<file path="config.mk">
export PLATFORM = sky130hd
export DESIGN_NAME = lpc_decode_control_flat
export DESIGN_NICKNAME = d
export VERILOG_FILES = /design/src/rtl/lpc_decode_control_if.sv /design/src/rtl/lpc_decode_control.sv /design/src/flat_wrapper.sv
export SDC_FILE = /design/constraint.sdc
export NUM_CORES = 1
export LEC_CHECK = 0
export BUFFER_PORTS_ARGS = -buffer_cell sky130_fd_sc_hd__buf_2
export CAP_MARGIN = 5
export CORE_ASPECT_RATIO = 1.75
export CORE_UTILIZATION = 40
export CTS_BUF_LIST = sky130_fd_sc_hd__clkbuf_4 sky130_fd_sc_hd__clkbuf_8 sky130_fd_sc_hd__clkbuf_16
export DETAILED_ROUTE_END_ITERATION = 6
export PLACE_DENSITY = 0.63
export SKIP_LAST_GASP = 1
export SYNTH_ARGS = -nofsm -noshare
export SYNTH_HDL_FRONTEND = slang
export SYNTH_SLANG_ARGS = --single-unit
</file>
<file path="constraint.sdc">
create_clock -name clk -period 2.6 [get_ports clk]
set_input_delay 0.52 -clock clk [delete_from_list [all_inputs] [get_ports clk]]
set_output_delay 0.52 -clock clk [all_outputs]
set_load 0.01 [all_outputs]
</file>
<file path="src/rtl/lpc_decode_control_if.sv">
// lpc_decode_control_if: control/handshake bundle between the LPC decode sequencer and its datapath
interface lpc_decode_control_if #(
  parameter int ADDR_W = 4
);
  logic              start;
  logic              ready_synth;
  logic              rack;
  logic [ADDR_W-1:0] coef_addr;
  logic              coef_load;
  logic [ADDR_W-1:0] coef_idx;
  logic              reset_synth;
  logic [1:0]        a_rsel_sel;
  logic              e_raddr_sel;
  logic              rready;
  logic              busy;
  logic              error;
  logic [7:0]        frame_count;
  modport slave (
    input  start, ready_synth, rack,
    output coef_addr, coef_load, coef_idx, reset_synth, a_rsel_sel, e_raddr_sel,
           rready, busy, error, frame_count
  );
  modport master (
    output start, ready_synth, rack,
    input  coef_addr, coef_load, coef_idx, reset_synth, a_rsel_sel, e_raddr_sel,
           rready, busy, error, frame_count
  );
endinterface

</file>
<file path="src/rtl/lpc_decode_control.sv">
// lpc_decode_control: LPC synthesis sequencer; define LPC_DEC_TIMEOUT_EN to add the S_RUN watchdog
module lpc_decode_control #(
  parameter int ORDER     = 10,
  parameter int ADDR_W    = 4,
  parameter int TIMEOUT_W = 16
) (
  input logic clk,
  input logic reset,
  lpc_decode_control_if.slave bus
);
  localparam int KW = ADDR_W + 1;
  if (ORDER < 2 || ORDER > (1 << ADDR_W) || TIMEOUT_W < 1) begin : g_bad_params
    $error("lpc_decode_control: illegal ORDER/ADDR_W/TIMEOUT_W");
  end
  typedef enum logic [2:0] {S_IDLE = 3'd0, S_LOAD = 3'd1, S_START = 3'd2, S_RUN = 3'd3, S_DONE = 3'd4} state_e;
  state_e      state_q, state_d;
  logic [KW-1:0] k_q, k_d;
  logic [7:0]  frame_q, frame_d;
  logic        busy_q, error_q, error_d;
  logic        tmo_hit;
`ifdef LPC_DEC_TIMEOUT_EN
  logic [TIMEOUT_W-1:0] tmo_q, tmo_d;
  // held at zero outside S_RUN so it is already clear on entry
  assign tmo_d   = (state_q == S_RUN) ? tmo_q + TIMEOUT_W'(1) : '0;
  assign tmo_hit = (state_q == S_RUN) && (&tmo_d);
  always_ff @(posedge clk) tmo_q <= reset ? '0 : tmo_d;
`else
  assign tmo_hit = 1'b0;
`endif
  always_comb begin
    state_d          = state_q;
    k_d              = k_q;
    frame_d          = frame_q;
    error_d          = error_q;
    bus.coef_addr    = '0;
    bus.coef_load    = 1'b0;
    bus.coef_idx     = '0;
    bus.reset_synth  = 1'b0;
    bus.a_rsel_sel   = 2'd2;
    bus.e_raddr_sel  = 1'b0;
    bus.rready       = 1'b0;
    case (state_q)
      S_IDLE: if (bus.start) begin
        state_d = S_LOAD;
        k_d     = '0;
        error_d = 1'b0;
      end
      S_LOAD: begin
        // memory read latency of one cycle: bank write trails the address by one
        bus.a_rsel_sel = 2'd0;
        bus.coef_addr  = (k_q >= KW'(ORDER - 1)) ? ADDR_W'(ORDER - 1) : k_q[ADDR_W-1:0];
        bus.coef_load  = (k_q != '0);
        bus.coef_idx   = k_q[ADDR_W-1:0] - ADDR_W'(1);
        k_d            = k_q + KW'(1);
        state_d        = (k_q == KW'(ORDER)) ? S_START : S_LOAD;
      end
      S_START: begin
        bus.reset_synth = 1'b1;
        bus.a_rsel_sel  = 2'd1;
        bus.e_raddr_sel = 1'b1;
        state_d         = S_RUN;
      end
      S_RUN: begin
        bus.a_rsel_sel  = 2'd1;
        bus.e_raddr_sel = 1'b1;
        if (bus.ready_synth || tmo_hit) begin
          state_d = S_DONE;
          frame_d = frame_q + 8'd1;
          error_d = ~bus.ready_synth;
        end
      end
      S_DONE: begin
        bus.rready = 1'b1;
        state_d    = bus.rack ? S_IDLE : S_DONE;
      end
      default: state_d = S_IDLE;
    endcase
  end
  always_ff @(posedge clk) begin
    if (reset) begin
      state_q <= S_IDLE;
      k_q     <= '0;
      frame_q <= '0;
      busy_q  <= 1'b0;
      error_q <= 1'b0;
    end else begin
      state_q <= state_d;
      k_q     <= k_d;
      frame_q <= frame_d;
      busy_q  <= (state_d != S_IDLE);
      error_q <= error_d;
    end
  end
  assign bus.busy        = busy_q;
  assign bus.error       = error_q;
  assign bus.frame_count = frame_q;
endmodule
</file>
<file path="src/flat_wrapper.sv">
// flat-port wrapper written by rule: the top's interface ports become plain ports
module lpc_decode_control_flat 
#(
  parameter int ORDER     = 10,
  parameter int ADDR_W    = 4,
  parameter int TIMEOUT_W = 16
)
  (clk, reset, bus_start, bus_ready_synth, bus_rack, bus_coef_addr, bus_coef_load, bus_coef_idx, bus_reset_synth, bus_a_rsel_sel, bus_e_raddr_sel, bus_rready, bus_busy, bus_error, bus_frame_count);
  lpc_decode_control_if #(.ADDR_W(ADDR_W)) bus_i ();
  input logic clk;
  input logic reset;
  input wire logic [$bits(bus_i.start)-1:0] bus_start;
  input wire logic [$bits(bus_i.ready_synth)-1:0] bus_ready_synth;
  input wire logic [$bits(bus_i.rack)-1:0] bus_rack;
  output wire logic [$bits(bus_i.coef_addr)-1:0] bus_coef_addr;
  output wire logic [$bits(bus_i.coef_load)-1:0] bus_coef_load;
  output wire logic [$bits(bus_i.coef_idx)-1:0] bus_coef_idx;
  output wire logic [$bits(bus_i.reset_synth)-1:0] bus_reset_synth;
  output wire logic [$bits(bus_i.a_rsel_sel)-1:0] bus_a_rsel_sel;
  output wire logic [$bits(bus_i.e_raddr_sel)-1:0] bus_e_raddr_sel;
  output wire logic [$bits(bus_i.rready)-1:0] bus_rready;
  output wire logic [$bits(bus_i.busy)-1:0] bus_busy;
  output wire logic [$bits(bus_i.error)-1:0] bus_error;
  output wire logic [$bits(bus_i.frame_count)-1:0] bus_frame_count;
  assign bus_i.start = bus_start;
  assign bus_i.ready_synth = bus_ready_synth;
  assign bus_i.rack = bus_rack;
  assign bus_coef_addr = bus_i.coef_addr;
  assign bus_coef_load = bus_i.coef_load;
  assign bus_coef_idx = bus_i.coef_idx;
  assign bus_reset_synth = bus_i.reset_synth;
  assign bus_a_rsel_sel = bus_i.a_rsel_sel;
  assign bus_e_raddr_sel = bus_i.e_raddr_sel;
  assign bus_rready = bus_i.rready;
  assign bus_busy = bus_i.busy;
  assign bus_error = bus_i.error;
  assign bus_frame_count = bus_i.frame_count;
  lpc_decode_control #(.ORDER(ORDER), .ADDR_W(ADDR_W), .TIMEOUT_W(TIMEOUT_W)) u_core (.clk(clk), .reset(reset), .bus(bus_i));
endmodule
</file>
Word level (Yosys, flattened, before mapping):

Index checks and enable logic that the tools add are counted.

* word-level logic and storage cells: 44
* register bits after elaboration: 18
* input port bits: 5
* output and inout bits: 24

* bitwise gates (word level): 1
* equality and inequality tests: 7
* reduce and logical (&&, ||, !) cells: 9
* $lt $le $gt $ge: 1
* mux-type cells: 18
* add/sub/neg operators: 3

Operator list (count)
* 3-bit one-hot mux with 5 select lines: 1
* 4-bit two-way mux: 3
* 5-bit one-hot mux with 2 select lines: 1
* 3-bit two-way mux: 3
* 8-bit by 1-bit adder with 8-bit output (second input constant): 1
* 3-bit by 2-bit == test with 1-bit output (second input constant): 2
* 1-bit two-way mux: 6
* 5-bit by 1-bit adder with 5-bit output (second input constant): 1
* 5-bit by 4-bit == test with 1-bit output (second input constant): 1
* 5-bit by 4-bit >= comparator with 1-bit output (second input constant): 1
* 5-bit two-way mux: 1
* 5-bit nonzero test: 1
* 2-bit inequality test (second input constant): 2
* 2-bit one-hot mux with 2 select lines: 1
* 2-bit AND reduction: 2
* 2-bit nonzero test: 2
* 4-bit by 1-bit subtractor with 4-bit output (second input constant): 1
* 3-bit by 1-bit == test with 1-bit output (second input constant): 1
* 3-bit == test (second input constant): 1
* 3-bit logical NOT: 1
* 3-bit AND reduction: 1
* 3-bit nonzero test: 1
* 2-bit two-way mux: 1
* 1-bit one-hot mux with 2 select lines: 1
* 2 further kinds: 2

Logic depth before layout (Yosys ltp):

* word-level depth: 4
* gate-level depth with buffers: 5
* depth with buffers taken out: 5

Least setup slack after synthesis:

Ideal clock, no wire load.

* path kind: flip-flop to output port
* start point: register u_core.state_q[0]
* end point: output bus_coef_load
* data required time: 2.080 ns
* buffers on the path: 1
* stages on the path, launching flop included: 4
* data arrival time: 1.092 ns
* setup slack: 0.988 ns
* cells stage by stage: dfxtp_1 -> clkbuf_1 -> nand2_1 -> a31oi_1

* word-level cells in the longest chain between the ends: 2

RTL lines
* from (decl): line lpc_decode_control.sv:16 `state_e state_q, state_d;`
* from (signal assigned): line lpc_decode_control.sv:87 `state_q <= state_d;`
* 3-bit by 1-bit == test with 1-bit output: line lpc_decode_control.sv:42 `case (state_q)`
* 1-bit two-way mux: line lpc_decode_control.sv:42
* to (decl): line flat_wrapper.sv:16 `output wire logic [$bits(bus_i.coef_load)-1:0] bus_coef_load;`

No other way between the ends.

Worst setup path in the final report:

* start point: register u_core.state_q[0]
* end point: output bus_coef_addr[1]

* word-level cells in the longest chain between the ends: 2

RTL lines
* 3-bit by 1-bit == test with 1-bit output: line lpc_decode_control.sv:42
* 4-bit two-way mux: line lpc_decode_control.sv:42
* to (decl): line flat_wrapper.sv:15 `output wire logic [$bits(bus_i.coef_addr)-1:0] bus_coef_addr;`

No other way between the ends.

==> impl_metrics.py <==
metrics = {
    "timing": {
        "finClkSkew_ns": 0.00182,
        "slew_headroom": 0.692,
        "final-setup-viol-count": 0,
        "hold_ws_ns": 0.480,
        "tns_ns": 0,
        "hold_violations": 0,
        "period_minus_slack_ns": 2.13,
        "max_freq_mhz": 468,
        "post-route-period-util": 0.821,
        "grt_setup_unrepaired": "false",
        "worst_pin_slew_ns": 0.462,
        "drv_slew": 0,
    },
    "layout": {
        "layout_commonest_cell": "buf_2",
        "nFillCells": 250,
        "multiInputGateArea_sq_um": 592,
        "nets": 160,
        "regArea_sq_um": 360,
        "fin_area_sq_mm": 0.00120,
        "final_cell_mix": "buf_2, dfxtp_1, nor2_1",
        "area_delta_synth_final_pct": 17.9,
        "diodes": 0,
        "drive_gt1_frac": 0.230,
    },
    "setup_path": {
        "critPathLaunch": "u_core.state_q[0]",
        "startpoint_type": "flip-flop",
        "path_class": "flip-flop to output pin",
        "cp-end-kind": "output pin",
        "critPathArrivalTime_ns": 1.61,
        "critPathMaxFanout": 16,
        "endpoint": "bus_coef_addr[1]",
        "reg2reg_to": "u_core.bus.frame_count[6]",
        "worst_ep_required_time_ns": 2.08,
        "reg2reg_depth": 3,
        "r2r_slack_ns": 0.75,
        "timing.rr.start": "u_core.state_q[0]",
    },
    "die": {
        "start_util": 0.432,
        "die_h_um": 68.8,
        "die-area_sq_mm": 0.00276,
        "io_pins": 29,
        "core_sq_mm": 0.00236,
        "fp-row-count": 23,
        "die_w_um": 40.1,
    },
    "power": {
        "p_per_area_mw_per_mm2": 469,
        "p_leak_uw": 0.000526,
        "power_frac_clock": 0.398,
        "peakVddDrop_mv": 0.196,
        "intPower_uw": 435,
        "pwr-share-comb": 0.092,
        "finalPower_uw": 563,
        "p_switching_uw": 129,
        "pwr-share-seq": 0.510,
        "switching_share": 0.228,
    },
    "clock_network": {
        "root_buffer": "clkbuf_8",
        "clk_path_buf_depth": 2,
        "clock_latency_ns": 0.25,
        "hold_buffers": 0,
        "cts_setup_buffers": 0,
        "clock-sinks": 18,
        "cts_resized": 0,
        "cts_tree": "built",
        "path_clk_slew_ns": 0.07,
        "ctsHtreeMaxLevel": 1,
        "cts-buffers-inserted": 3,
    },
    "drt": {
        "firstDrtPassIters": 4,
        "wire_per_inst_um": 12.6,
        "via_count": 963,
        "via_per_inst": 5.57,
        "drc_errors": 0,
        "drt_wl_total_um": 2170,
        "drt-initial-drc-count": 29,
        "ant_nets": 0,
    },
    "global_route": {
        "antenna_found_initial": 0,
        "grt_pass1_vias": 822,
        "grt_start_max_net_pins": 17,
        "grt-ovfl-total": 0,
        "grt_pass1_wl_um": 3440,
        "grt_use_total": 0.173,
    },
    "synthesis": {
        "syn_area_sq_mm": 0.00102,
        "synth_area_leader_cell": "dfxtp_1",
        "synth_seq_area_share": 0.354,
        "synth_edf_count": 0,
        "avgSynthCellArea_sq_um": 8.15,
        "synth-seq-cells": 18,
        "async_flop_share": 0,
        "syn_inst": 125,
        "synthTopCellsByArea": "dfxtp_1, ha_1, a21oi_1",
        "ys_types": 37,
        "synth.net_count": 136,
        "yosys_warnings": 0,
        "yosys_most_used_dff": "dfxtp_1",
        "synth_top_area_frac": 0.354,
    },
    "placed_design": {
        "dpl.hpwl_um": 1620,
        "place_area_sq_mm": 0.00115,
        "port_buffers": 28,
        "gp_congestion": 0.737,
    },
    "worst_hold_path": {
        "hp-class": "flip-flop to flip-flop",
        "min-delay-start": "u_core.bus.frame_count[7]",
    },
    "status": {
        "outcome": "completed",
    },
    "flow_run": {
        "drv_cap": 0,
    },
}
[registers in the layout, summed over array words and instances, names as in the netlist]
signal,cells
u_core.bus.busy,1
u_core.bus.frame_count,8
u_core.state_q,3
u_core.k_q,5
u_core.bus.error,1
[cell usage after synthesis (2+ instances only)]
master / instances
dfxtp_1: 18
nor2_1: 13
a21oi_1: 12
nand2_1: 8
ha_1: 6
inv_1: 6
clkbuf_1: 5
o31ai_1: 5
nand3_1: 4
o21ai_0: 4
o21ai_1: 4
or3_1: 4
nor3_1: 3
or4_1: 3
a311oi_1: 2
a41oi_1: 2
and3_1: 2
buf_2: 2
buf_4: 2
o21bai_1: 2
xnor2_1: 2
[worst max-delay path, stage by stage, from the launching register on]
cell and delay (ns):
dfxtp_1 0.61, nor3b_2 0.42, and3_1 0.21, buf_2 0.12
[power groups by stage]
| stage | Clock (uW) | Combinational [uW] | Sequential, uW |
|---|---|---|---|
| after detailed placement | 0 | 52.1 | 294 |
| after floorplan | 0 | 36.3 | 290 |
| after CTS | 233 | 52.7 | 287 |
| final | 224 | 51.9 | 287 |
| after global placement | 0 | 52.0 | 294 |
| after global routing | 242 | 57.9 | 288 |
[metrics by stage]
step	cells	util	setup WS, ns
2_1_floorplan	125	-	0.988
3_3_place_gp	169	0.486	0.750
3_5_place_dp	169	0.486	0.736
4_1_cts	173	0.509	0.469
5_1_grt	173	0.509	0.350
6_report	173	0.509	0.465
[routing by layer]
metal	share of wire	up-vias	track usage
li1	-	499	-
met1	0.45	442	0.202
met2	0.51	20	0.306
met3	0.030	2	0.00962
met4	0.011	0	0.0776
met5	0	-	0
[logic make-up after synthesis]
| logic type | count (synthesis) | synth area share |
|---|---|---|
| adder cells (fa/ha/maj) | 6 | 0.0737 |
| AO/OA/AOI/OAI | 34 | 0.204 |
| multiplexers | 1 | 0.00983 |
| buffers and inverters | 15 | 0.0651 |
| flip-flops | 18 | 0.354 |
| AND/OR/NAND/NOR | 48 | 0.268 |
| XOR/XNOR | 3 | 0.0258 |
[final cells by class]
type / instances / area share
well taps: 25 / 0.0260
clock buffers: 4 / 0.0458
inverters: 6 / 0.0188
multi-input cells: 92 / 0.493
flip-flops and latches: 18 / 0.300
repair buffers: 28 / 0.117
[worst min path at each step]
stage	slack, ns	cells past startpoint	endpoint
2_1_floorplan	0.49	2	u_core.bus.frame_count[7]
3_3_place_gp	0.46	2	u_core.bus.frame_count[7]
3_5_place_dp	0.48	2	u_core.bus.frame_count[7]
4_1_cts	0.49	2	u_core.bus.frame_count[7]
5_1_grt	0.53	2	u_core.bus.frame_count[7]
6_report	0.48	2	u_core.bus.frame_count[7]
No activity file was read; power rests on OpenSTA's default activity.
